<file path="src/rtl/regfile_arb_pkg.sv">
// Shared constants for the register-file write arbiter and its round-robin core.
package regfile_arb_pkg;

  localparam int REG_ADDR_WIDTH = 5;
  localparam int REG_DATA_WIDTH = 64;
  localparam logic [REG_ADDR_WIDTH-1:0] ZERO_REG = 5'd0;

  localparam int REQ_ALU  = 0;
  localparam int REQ_LOAD = 1;

  // Index width that stays legal for a single requester.
  function automatic int idx_width(input int n);
    return (n > 1) ? $clog2(n) : 1;
  endfunction

endpackage

</file>
<file path="src/rtl/rr_arbiter.sv">
// Combinational round-robin arbiter: the search starts just after pointer and wraps.
module rr_arbiter
  import regfile_arb_pkg::*;
#(
  parameter  int N  = 2,
  localparam int IW = idx_width(N)
) (
  input  logic [N-1:0]  req,
  input  logic [IW-1:0] pointer,
  output logic [N-1:0]  grant,
  output logic [IW-1:0] grant_idx
);

  logic [N-1:0] above_mask;
  logic [N-1:0] masked_req;
  logic [N-1:0] pick;

  for (genvar gi = 0; gi < N; gi++) begin : g_mask
    assign above_mask[gi] = (IW'(gi) > pointer);
  end

  // Requests above the pointer go first; otherwise wrap to the lowest index.
  assign masked_req = req & above_mask;
  assign pick       = (|masked_req) ? masked_req : req;

  always_comb begin
    grant     = '0;
    grant_idx = '0;
    for (int i = N - 1; i >= 0; i--) begin
      if (pick[i]) begin
        grant     = '0;
        grant[i]  = 1'b1;
        grant_idx = IW'(i);
      end
    end
  end

endmodule

</file>
<file path="src/rtl/regfile_write_arbiter.sv">
// Shares the register-file write port among NUM_REQ writeback sources with a
// one-cycle staged write that doubles as a forwarding tap.
module regfile_write_arbiter
  import regfile_arb_pkg::*;
#(
  parameter int NUM_REQ    = 2,
  parameter int DATA_WIDTH = REG_DATA_WIDTH,
  parameter int ADDR_WIDTH = REG_ADDR_WIDTH,
  parameter int CNT_WIDTH  = 16
) (
  input  logic                          clock,
  input  logic                          reset_n,
  input  logic [NUM_REQ-1:0]            req_valid,
  input  logic [NUM_REQ*ADDR_WIDTH-1:0] req_address,
  input  logic [NUM_REQ*DATA_WIDTH-1:0] req_data,
  output logic [NUM_REQ-1:0]            req_ready,
  output logic                          reg_write,
  output logic [ADDR_WIDTH-1:0]         rd_address,
  output logic [DATA_WIDTH-1:0]         write_data,
  output logic                          fwd_valid,
  output logic [ADDR_WIDTH-1:0]         fwd_address,
  output logic [DATA_WIDTH-1:0]         fwd_data,
  output logic [CNT_WIDTH-1:0]          conflict_count
);

  localparam int PW = idx_width(NUM_REQ);

  logic [ADDR_WIDTH-1:0] addr_arr [NUM_REQ];
  logic [DATA_WIDTH-1:0] data_arr [NUM_REQ];

  for (genvar gi = 0; gi < NUM_REQ; gi++) begin : g_unpack
    assign addr_arr[gi] = req_address[gi*ADDR_WIDTH +: ADDR_WIDTH];
    assign data_arr[gi] = req_data[gi*DATA_WIDTH +: DATA_WIDTH];
  end

  logic [PW-1:0]         pointer_reg;
  logic [NUM_REQ-1:0]    grant;
  logic [PW-1:0]         grant_idx;
  logic                  transfer;
  logic                  conflict;
  logic [ADDR_WIDTH-1:0] sel_addr;
  logic [DATA_WIDTH-1:0] sel_data;

  rr_arbiter #(.N(NUM_REQ)) u_rr (
    .req       (req_valid),
    .pointer   (pointer_reg),
    .grant     (grant),
    .grant_idx (grant_idx)
  );

  assign req_ready = reset_n ? grant : '0;
  assign transfer  = |(req_valid & req_ready);
  assign sel_addr  = addr_arr[grant_idx];
  assign sel_data  = data_arr[grant_idx];
  assign conflict  = $countones(req_valid) > $countones(req_valid & req_ready);

  // Reset value makes requester 0 the first winner.
  always_ff @(posedge clock or negedge reset_n) begin
    if (!reset_n) begin
      pointer_reg <= PW'(NUM_REQ - 1);
    end else if (transfer) begin
      pointer_reg <= grant_idx;
    end
  end

  logic                  reg_write_reg;
  logic [ADDR_WIDTH-1:0] rd_address_reg;
  logic [DATA_WIDTH-1:0] write_data_reg;

  // Writes to x0 still consume the slot but never raise the write enable.
  always_ff @(posedge clock or negedge reset_n) begin
    if (!reset_n) begin
      reg_write_reg  <= 1'b0;
      rd_address_reg <= '0;
      write_data_reg <= '0;
    end else if (transfer) begin
      reg_write_reg  <= (sel_addr != ADDR_WIDTH'(ZERO_REG));
      rd_address_reg <= sel_addr;
      write_data_reg <= sel_data;
    end else begin
      reg_write_reg  <= 1'b0;
    end
  end

  logic [CNT_WIDTH-1:0] count_reg;

  always_ff @(posedge clock or negedge reset_n) begin
    if (!reset_n) begin
      count_reg <= '0;
    end else if (conflict && (count_reg != '1)) begin
      count_reg <= count_reg + CNT_WIDTH'(1);
    end
  end

  assign reg_write      = reg_write_reg;
  assign rd_address     = rd_address_reg;
  assign write_data     = write_data_reg;
  assign fwd_valid      = reg_write_reg;
  assign fwd_address    = rd_address_reg;
  assign fwd_data       = write_data_reg;
  assign conflict_count = count_reg;

endmodule
</file>
<file path="config.mk">
export PLATFORM = sky130hd
export DESIGN_NAME = regfile_write_arbiter
export DESIGN_NICKNAME = d
export VERILOG_FILES = /design/src/rtl/regfile_arb_pkg.sv /design/src/rtl/rr_arbiter.sv /design/src/rtl/regfile_write_arbiter.sv
export SDC_FILE = /design/constraint.sdc
export NUM_CORES = 1
export LEC_CHECK = 0
export CAP_MARGIN = 20
export CELL_PAD_IN_SITES_DETAIL_PLACEMENT = 1
export CELL_PAD_IN_SITES_GLOBAL_PLACEMENT = 1
export CORE_ASPECT_RATIO = 1.2
export CORE_UTILIZATION = 24
export CTS_BUF_LIST = sky130_fd_sc_hd__clkbuf_4 sky130_fd_sc_hd__clkbuf_8 sky130_fd_sc_hd__clkbuf_16
export DETAILED_ROUTE_END_ITERATION = 16
export GPL_TIMING_DRIVEN = 0
export PLACE_DENSITY = 0.83
export SLEW_MARGIN = 15
export SYNTH_ARGS = -nofsm -noshare
export SYNTH_HDL_FRONTEND = slang
export SYNTH_HIERARCHICAL = 1
export SYNTH_SLANG_ARGS = --single-unit
</file>
<file path="constraint.sdc">
create_clock -name clock -period 2.7 [get_ports clock]
set_clock_uncertainty 0.2 [all_clocks]
set_input_delay 0.405 -clock clock [delete_from_list [all_inputs] [get_ports clock]]
set_output_delay 0.405 -clock clock [all_outputs]
set_load 0.1 [all_outputs]
</file>
==> results of run 1 <==
-- placed cells by master (no fill, tap or decap), types with 3 or more instances in the layout --
cell	netlist	routed
nor3_1	9	5
buf_2	7	9
mux2i_1	69	69
nor4_4	1	3
nor3_2	0	4
inv_1	6	5
buf_4	71	72
clkbuf_2	0	3
ha_1	6	3
clkdlybuf4s50_1	0	292
dlymetal6s2s_1	0	3
o21ai_0	69	69
nand4_1	3	3
clkbuf_1	13	9
nand2_1	74	72
nand3_1	7	7
dfrtp_1	86	84
clkbuf_16	0	9
xor2_1	14	14
-- layout make-up --
class	instances	area, µm²
Buffer	94	638
Clock buffer	12	260
Clock inverter	4	53.8
Fill cell	2163	10400
Inverter	6	22.5
Multi-Input combinational cell	279	1990
Sequential cell	87	2180
Tap cell	256	320
Timing Repair Buffer	306	3130
-- worst paths after layout --
| path | to | slack, ns | start |
|---|---|---|---|
| min in group asynchronous | conflict_count[14]$_DFFE_PN0P_ | 0.51 | reset_n |
| min | conflict_count[11]$_DFFE_PN0P_ | 0.31 | conflict_count[11]$_DFFE_PN0P_ |
| max | conflict_count[4] | 0.05 | conflict_count[4]$_DFFE_PN0P_ |
| max in group asynchronous | fwd_address[4]$_DFFE_PN0P_ | 1.38 | reset_n |
| min reg2reg | conflict_count[11]$_DFFE_PN0P_ | 0.31 | conflict_count[11]$_DFFE_PN0P_ |
| max reg2reg | conflict_count[15]$_DFFE_PN0P_ | 0.10 | pointer_reg$_DFFE_PN1P_ |
-- metal layers --
layer,routed length (µm),up-vias,share of wire
met3,1110,29,0.061
li1,-,2156,-
met1,6760,2265,0.37
met4,455,0,0.025
met2,9830,171,0.54
met5,0,-,0
-- logic make-up (layout without fill, tap and decap cells) --
logic type                 after synthesis  in the layout  synth area share
AOI/OAI and AO/OA                       77             77            0.0860
DFF                                     87             87             0.466
muxes                                   71             71             0.153
xor gates and xnor gates                14             14            0.0263
and+or+nand+nor                        111            111             0.113
adders and majority gates                6              6            0.0161
buffers and inverters                  100            422             0.139
-- metrics by stage --
stage / TNS (ns) / hold WS (ns) / utilization / setup WS, ns
5_1_grt: -0.00341 / 0.327 / 0.452 / -0.00341
2_1_floorplan: 0 / -0.0906 / - / 0.00287
3_5_place_dp: -49.84 / 0.148 / 0.425 / -0.878
4_1_cts: 0 / 0.316 / 0.448 / 0.0110
6_report: 0 / 0.315 / 0.452 / 0.0486
3_3_place_gp: -558.51 / 0.289 / 0.424 / -4.10
-- what timing repair did --
action,4_1_cts,5_1_grt
buffers inserted,0,1
pin swaps,2,2
endpoints found under the setup margin,81,20
hold buffers,5,0
gates resized for setup,19,15
endpoints found under the hold margin,40,0
==> reports/qor.txt, run 1 <==
final wirelength = 18,200 µm
max cap viols = 0
Ports = 300
Cells after Synth = 466
Inst Count DP = 1,022
syn_area_per_cell = 10.0 µm²
Yosys top cell by area = dfrtp_1
placement row count = 55
Critical Path Start Type = register
dominant cells by area after synthesis = dfrtp_1 46%, mux2i_1 15%, buf_4 11%
die height = 155 µm
grt met1 use = 0.191
Clock Pin Slew Worst Setup and Hold Paths = 0.07 ns
Register-to-Register Path Depth = 11
synth warn = 6
initial antenna violation count = 0
post-synth top area share = 0.461
max reg flops = 64
GRT Max-Usage Layer = met2
Post-synth top cells = 86 x dfrtp_1, 74 x nand2_1, 71 x buf_4
CP Depth = 1
routed len/inst = 17.4 µm
final count of pins violating max slew = 0
via count = 4,621
Core Region = 19,000 µm²
Yosys reg bits = 87
Crit. End Element = primary output
final hold vios = 0
Syn-to-layout area delta = 83.9%
Max Fclk = 377 MHz
Async SR Flop Fraction = 1.00
CTS Buffer Depth = 2
CTS tree = built
status = finished, final reports clean
Port Buffer Count = 299
part of the Yosys area used for sequential elements = 0.466
Critical-path top delay cell = clkdlybuf4s50_1
count of cell types in the netlist = 36
fin crit share = 0.982
WP buf/inv = 1
GRT Residual Overflow = 0
Post-synth EDFFs = 0
largest net degree at the start of global routing = 47
die area = 20,000 µm²
DR pass1 iterations = 4
CP Class = reg -> out
# diodes = 0
Worst Path Max Fanout = 4
worst hold path type = reg -> reg
fin crit period = 2.65 ns
worst endpoint required time = 2.10 ns
Initial Utilization = 0.246
Synth Cell Area = 4670 µm²
met2 global-route usage = 0.337
# nets final = 931
clk sink count = 87
crit-path cells = clkdlybuf4s50_1
drt drc = 0
Vias per Instance = 4.43
total track usage = 0.179
non-filler cells, final = 1,044
DR iter-0 viols = 111
Worst-Skew Late Latency = 0.35 ns
ANT nets after route = 0
Num CTS Buffers = 9
Placer Congestion = 0.742
Final HPWL DP = 14,100 µm
post-route cell area = 8590 µm²
Top FF cell, synth = dfrtp_1
vias in the first global route = 5,005
Die X-Extent = 129 µm
root buf cell = clkbuf_16
top-count cell post-synth = dfrtp_1
share of cells above drive strength 1 = 0.175
dpl cell area = 8070 µm²
worst-margin pin slew = 1.01 ns
worst rel slew slack = 0.326
met3 usage = 0.0363
first-pass GRT wire length = 27,200 µm
Cells on Worst Hold Path = 1
Critical Path AT = 2.05 ns
H-tree depth = 3
Worst path max stage delay = 1.20 ns
CP top delay family = buffers and inverters
Syn Nets = 614
Finish-stage setup viols = 0
Power of run 1 is not shown: default switching activity piles up to over one toggle a cycle in this logic, so the estimate is an artifact.
==> inputs of run 2 (changes only) <==
ABC_CLOCK_PERIOD_IN_PS = 2700   (was unset)
==> results of run 2 <==
The final DEF is identical to that of run 1; final timing and power are the same.
Power of run 2 is left out for the same reason.
==> inputs of run 3 (changes only) <==
GPL_ROUTABILITY_DRIVEN = 0   (was unset)
==> results of run 3 <==
The final DEF is identical to that of run 1; final timing and power are the same.
Power of run 3 is left out for the same reason.
